**src/rtl/coord_x_gen.sv**
```systemverilog
// coord_x_gen: raster-order coordinate generator for the interpolation datapath.
// Walks a COLS x ROWS block, emitting signed (X, Y) positions over a
// valid/ready link. WRITE_X strobes every transfer; WRITE_Y strobes the first
// transfer of each row. A start/done handshake frames each block.
module coord_x_gen #(
  parameter int DATA_W = 8,
  parameter int CNT_W  = 6
) (
  input  logic              CLK,
  input  logic              RST_ASYNC_N,
  input  logic              START,
  input  logic [DATA_W-1:0] X0,
  input  logic [DATA_W-1:0] Y0,
  input  logic [DATA_W-1:0] STEP_X,
  input  logic [DATA_W-1:0] STEP_Y,
  input  logic [CNT_W-1:0]  COLS,
  input  logic [CNT_W-1:0]  ROWS,
  input  logic              READY,
  output logic              VALID,
  output logic [DATA_W-1:0] X_OUT,
  output logic [DATA_W-1:0] Y_OUT,
  output logic              WRITE_X,
  output logic              WRITE_Y,
  output logic              BUSY,
  output logic              DONE
);

  typedef enum logic [1:0] {
    S_IDLE   = 2'd0,
    S_RUN    = 2'd1,
    S_FINISH = 2'd2
  } state_t;

  state_t state, state_nxt;

  // Configuration captured on an accepted START; held for the whole block.
  logic signed [DATA_W-1:0] x0_lat, x0_lat_nxt;
  logic signed [DATA_W-1:0] step_x_lat, step_x_lat_nxt;
  logic signed [DATA_W-1:0] step_y_lat, step_y_lat_nxt;
  logic [CNT_W-1:0]         cols_lat, cols_lat_nxt;
  logic [CNT_W-1:0]         rows_lat, rows_lat_nxt;

  // Walking state: coordinate accumulators and raster position.
  logic signed [DATA_W-1:0] x_acc, x_acc_nxt;
  logic signed [DATA_W-1:0] y_acc, y_acc_nxt;
  logic [CNT_W-1:0]         col_cnt, col_cnt_nxt;
  logic [CNT_W-1:0]         row_cnt, row_cnt_nxt;

  logic start_ok;
  logic last_col;
  logic last_row;

  // Two's complement add that simply drops the carry: coordinates wrap.
  function automatic logic signed [DATA_W-1:0] wrap_add(
    input logic signed [DATA_W-1:0] a,
    input logic signed [DATA_W-1:0] b
  );
    logic signed [DATA_W-1:0] sum;
    sum = a + b;
    return sum;
  endfunction

  // Block-shape decode: a degenerate block skips RUN entirely.
  always_comb begin
    start_ok = START && (COLS != '0) && (ROWS != '0);
    last_col = (col_cnt == (cols_lat - CNT_W'(1)));
    last_row = (row_cnt == (rows_lat - CNT_W'(1)));
  end

  // Next-state and walking logic; a transfer is RUN with READY high.
  always_comb begin
    state_nxt      = state;
    x0_lat_nxt     = x0_lat;
    step_x_lat_nxt = step_x_lat;
    step_y_lat_nxt = step_y_lat;
    cols_lat_nxt   = cols_lat;
    rows_lat_nxt   = rows_lat;
    x_acc_nxt      = x_acc;
    y_acc_nxt      = y_acc;
    col_cnt_nxt    = col_cnt;
    row_cnt_nxt    = row_cnt;

    unique case (state)
      S_IDLE: begin
        if (START) begin
          if (start_ok) begin
            x0_lat_nxt     = $signed(X0);
            step_x_lat_nxt = $signed(STEP_X);
            step_y_lat_nxt = $signed(STEP_Y);
            cols_lat_nxt   = COLS;
            rows_lat_nxt   = ROWS;
            x_acc_nxt      = $signed(X0);
            y_acc_nxt      = $signed(Y0);
            col_cnt_nxt    = '0;
            row_cnt_nxt    = '0;
            state_nxt      = S_RUN;
          end else begin
            state_nxt = S_FINISH;
          end
        end
      end

      S_RUN: begin
        // START and configuration inputs are deliberately not looked at here.
        if (READY) begin
          if (last_col) begin
            col_cnt_nxt = '0;
            x_acc_nxt   = x0_lat;
            if (last_row) begin
              state_nxt = S_FINISH;
            end else begin
              row_cnt_nxt = row_cnt + CNT_W'(1);
              y_acc_nxt   = wrap_add(y_acc, step_y_lat);
            end
          end else begin
            col_cnt_nxt = col_cnt + CNT_W'(1);
            x_acc_nxt   = wrap_add(x_acc, step_x_lat);
          end
        end
      end

      S_FINISH: begin
        state_nxt = S_IDLE;
      end

      default: begin
        state_nxt = S_IDLE;
      end
    endcase
  end

  // State, configuration and walking registers; reset aborts any block.
  always_ff @(posedge CLK or negedge RST_ASYNC_N) begin
    if (!RST_ASYNC_N) begin
      state      <= S_IDLE;
      x0_lat     <= '0;
      step_x_lat <= '0;
      step_y_lat <= '0;
      cols_lat   <= '0;
      rows_lat   <= '0;
      x_acc      <= '0;
      y_acc      <= '0;
      col_cnt    <= '0;
      row_cnt    <= '0;
    end else begin
      state      <= state_nxt;
      x0_lat     <= x0_lat_nxt;
      step_x_lat <= step_x_lat_nxt;
      step_y_lat <= step_y_lat_nxt;
      cols_lat   <= cols_lat_nxt;
      rows_lat   <= rows_lat_nxt;
      x_acc      <= x_acc_nxt;
      y_acc      <= y_acc_nxt;
      col_cnt    <= col_cnt_nxt;
      row_cnt    <= row_cnt_nxt;
    end
  end

  // Outputs decode straight from registers, so reset clears them at once.
  always_comb begin
    VALID   = (state == S_RUN);
    BUSY    = (state == S_RUN);
    DONE    = (state == S_FINISH);
    X_OUT   = x_acc;
    Y_OUT   = y_acc;
    WRITE_X = VALID && READY;
    WRITE_Y = VALID && READY && (col_cnt == '0);
  end

endmodule
```
**config.mk**
```make
export PLATFORM = sky130hd
export DESIGN_NAME = coord_x_gen
export DESIGN_NICKNAME = d
export VERILOG_FILES = /design/src/rtl/coord_x_gen.sv
export SDC_FILE = /design/constraint.sdc
export NUM_CORES = 1
export LEC_CHECK = 0
export ABC_AREA = 0
export BUFFER_PORTS_ARGS = -buffer_cell sky130_fd_sc_hd__buf_2
export CORE_AREA = 2 2 83 85
export DETAILED_ROUTE_END_ITERATION = 7
export DIE_AREA = 0 0 85 87
export PLACE_DENSITY_LB_ADDON = 0.1
export SETUP_SLACK_MARGIN = 0.1
export SLEW_MARGIN = 0
export SYNTH_ARGS = -nofsm -noshare
export SYNTH_HDL_FRONTEND = slang
export SYNTH_SLANG_ARGS = --single-unit
```
**constraint.sdc**
```tcl
create_clock -name CLK -period 7.42 [get_ports CLK]
set_input_delay 0.742 -clock CLK [delete_from_list [all_inputs] [get_ports CLK]]
set_output_delay 0.742 -clock CLK [all_outputs]
set_load 0.02 [all_outputs]
```
==> impl_results.md <==
* Internal power at between 0.001 and 0.0015 W
* First-pass GRT wire length at 13300 µm
* Asr flop ratio synth at 1.00
* Minimum clock period at 3.54 ns
* H-tree depth at 3
* Sw Share at 0.419
* Flop pwr share at 0.322
* GP Congestion at 0.809
* Worst rel slew slack at 0.320
* DR top layer: met4
* Average size of a mapped cell at roughly 10 µm²
* Crit path launch: COLS[5]
* FILL cells at 540
* Worst-case clock skew at 0.0141 ns
* CP Max Fanout at 50
* Synth unique cells at 50
* Reg area at 0.00165 mm²
* Status: finished clean
* RSZ-0062 raised after global routing: no
* Worst-margin pin slew at 1.02 ns
* Final HPWL DP at 5470 µm
* Met3 WL post-DR at 332 µm
* Pin count of the biggest net entering global routing at 67
* Yosys warns at 0
* Num Clock Sinks at 66
* Reg-to-Reg Start: state[0]
* Most common library cell in the layout ignoring fill and taps: buf_2
* WL met2 at 3670 µm
* Crit path setup slack, layout at 3.88 ns
* Max-slew violation count at 0
* Comb pwr share at 0.539
* Initial core utilization at 0.580
* Synth top area share at 0.433
* Post-synth top flop: dfrtp_1
* Critical path required time at 7.63 ns
* Sw Pwr at 0.000858 W
* EDFF count, synth at 0
* Clock-pin slew on the worst setup and hold paths at approximately 0.07 ns
* Clock share of power at 0.139
* Final-stage net count at 505
* Hold Buf Count CTS at 0
* Share of post-route cells with drive strength above 1 at 0.279
* Die width at 85 µm
* Final worst path period share at 0.477
* Die Ht at ~87 µm
* CTS buffer count at 9
* Arrival @ worst endpoint at 3.75 ns
* Area leader, netlist: dfrtp_1
* Place WS at 3.53 ns
* DRC at 0
* Die Area at about 0.0074 mm²
* Peak supply drop at ~0.24 mV
* Setup fix buffers added after clock tree synthesis at 0
* WL final at 7770 µm
* Max Cap Viol at 0
* Initial antenna violation count at 0
* Leakage at 2.05 nW
* Row count at 30
* Port buffer count at about 70
* Startpoint types: primary input
* Worst hold path class: register to register
* Root Driver: clkbuf_8
* Worst min-delay path startpoint: x0_lat[0]
* Wl on met1 at between 3000 and 4000 µm
* TritonCTS clock tree: built
* Synth Register Bits at 66
* GRT Total Usage at 0.227
* Wire per inst at 14.9 µm
* DRT iter0 DRCs at 116
* Synthesized instance count at 374
* Power Total at 0.00205 W
* Core area at 0.00657 mm²
* Mapped Nets at 443
* CP endpoint kind: register
* Total grt overflow at 0
* Routed via count at 2923
* CTS resizes at 0
* Vias in the first global route at 2845
* DR vias/cell at 5.61
* Pwr/cell area at 470 mW/mm²
* DR pass1 iterations at 4
* Max Freq at between 200 and 300 MHz
* Commonest cells after routing, fill and taps aside: buf_2 (68), dfrtp_1 (66), mux2_2 (39)
* Final Hold Violating Endpoints at 0
* Synthesized area at roughly 0.0038 mm²
* Clock Tree Buf Depth at 2
* Multi-input gate area at 0.00200 mm²
* # diodes at 0
* Area growth, synth to finish at 14.3%
* Clock latency on the worst-skew pair at about 0.34 ns
* Crit Path Category: primary input to register
* # IOs at 69
* Largest cells by area after synthesis: dfrtp_1 (43%), mux2_2 (12%), ha_1 (6.2%), xnor2_1 (4.1%), a21oi_1 (3.3%)
* Final setup violation count at 0
* Sequential area share after synthesis at 0.433
* ANT nets after route at 0
* Setup TNS at 0 ns
synth_stat cells (3+ instances only):
library cell,instances
xor2_1,8
a21oi_1,25
buf_2,3
xnor2_1,18
nand3_1,5
o221ai_1,3
a31oi_1,3
o21ai_0,20
nor3_1,7
mux2_2,39
clkbuf_1,9
nand2_1,28
or4_1,3
inv_1,19
dfrtp_1,66
nand4_1,8
buf_1,4
or3_1,3
nor4_1,3
nand3b_1,3
o31ai_1,4
mux2i_1,7
a21o_1,3
and3_1,5
nor2_1,21
ha_1,19
nor2b_1,6
nand2b_1,4
per-stage QoR:
step	std cells	util	instance area [µm²]	hold slack, ns
after floorplan	374	-	3810	0.446
after detailed placement	505	0.636	4180	0.470
final	521	0.663	4360	0.489
after global placement	505	0.636	4180	0.462
after global routing	521	0.663	4360	0.527
after CTS	521	0.663	4360	0.496
layout make-up:
| class | count | share of cell area |
|---|---|---|
| clock inverter | 3 | 0.00919 |
| sequential | 66 | 0.379 |
| timing repair buffer | 69 | 0.0799 |
| clock buffer | 13 | 0.0319 |
| inverter | 20 | 0.0172 |
| tap | 80 | 0.0230 |
| multi-input combinational | 270 | 0.460 |
logic make-up (layout without fill, tap and decap cells):
| family | Yosys count | in the layout | synth area share |
|---|---|---|---|
| xor gates and xnor gates | 26 | 26 | 0.0598 |
| AOI/OAI and AO/OA | 73 | 73 | 0.119 |
| DFF | 66 | 66 | 0.433 |
| and+or+nand+nor | 104 | 104 | 0.140 |
| adders and majority gates | 21 | 21 | 0.0729 |
| buffers and inverters | 38 | 105 | 0.0414 |
| muxes | 46 | 46 | 0.134 |
power by group through the flow:
stage / Clock, W / Sequential (W) / Combinational (W)
after CTS: 0.000293 / 0.000657 / 0.00111
after floorplan: 0 / 0.000675 / 0.000846
after detailed placement: 0 / 0.000661 / 0.00110
after global placement: 0 / 0.000659 / 0.00108
final: 0.000285 / 0.000659 / 0.00110
after global routing: 0.000310 / 0.000683 / 0.00125
state kept, by name, summed over array words and instances (netlist names):
name / flops
step_x_lat: 8
cols_lat: 6
rows_lat: 6
col_cnt: 6
step_y_lat: 8
state: 2
Y_OUT: 8
X_OUT: 8
x0_lat: 8
row_cnt: 6
critical path, cell delays in order:
cell,delay (ns)
buf_2,0.09
or4_1,0.10
nor3_1,0.04
or4_2,1.11
and2_1,0.54
a211oi_4,0.70
mux2_2,0.41
per-layer routing:
metal | GRT usage | vias up
met5 | 0 | -
met4 | 0.0851 | 0
met3 | 0.0370 | 7
met2 | 0.360 | 55
met1 | 0.317 | 1405
li1 | - | 1456
worst paths after layout:
| kind | to | slack, ns | cells after the start |
|---|---|---|---|
| worst max-delay path | Y_OUT[6] | 3.88 | 7 |
| worst max register to register | Y_OUT[6] | 3.99 | 4 |
| worst min-delay path | x0_lat[0] | 0.49 | 2 |
| worst min register to register | x0_lat[0] | 0.49 | 2 |
| max in group asynchronous | step_y_lat[6] | 6.30 | 2 |
| min in group asynchronous | Y_OUT[0] | 0.59 | 2 |
No activity file was read; power rests on OpenSTA's default activity.
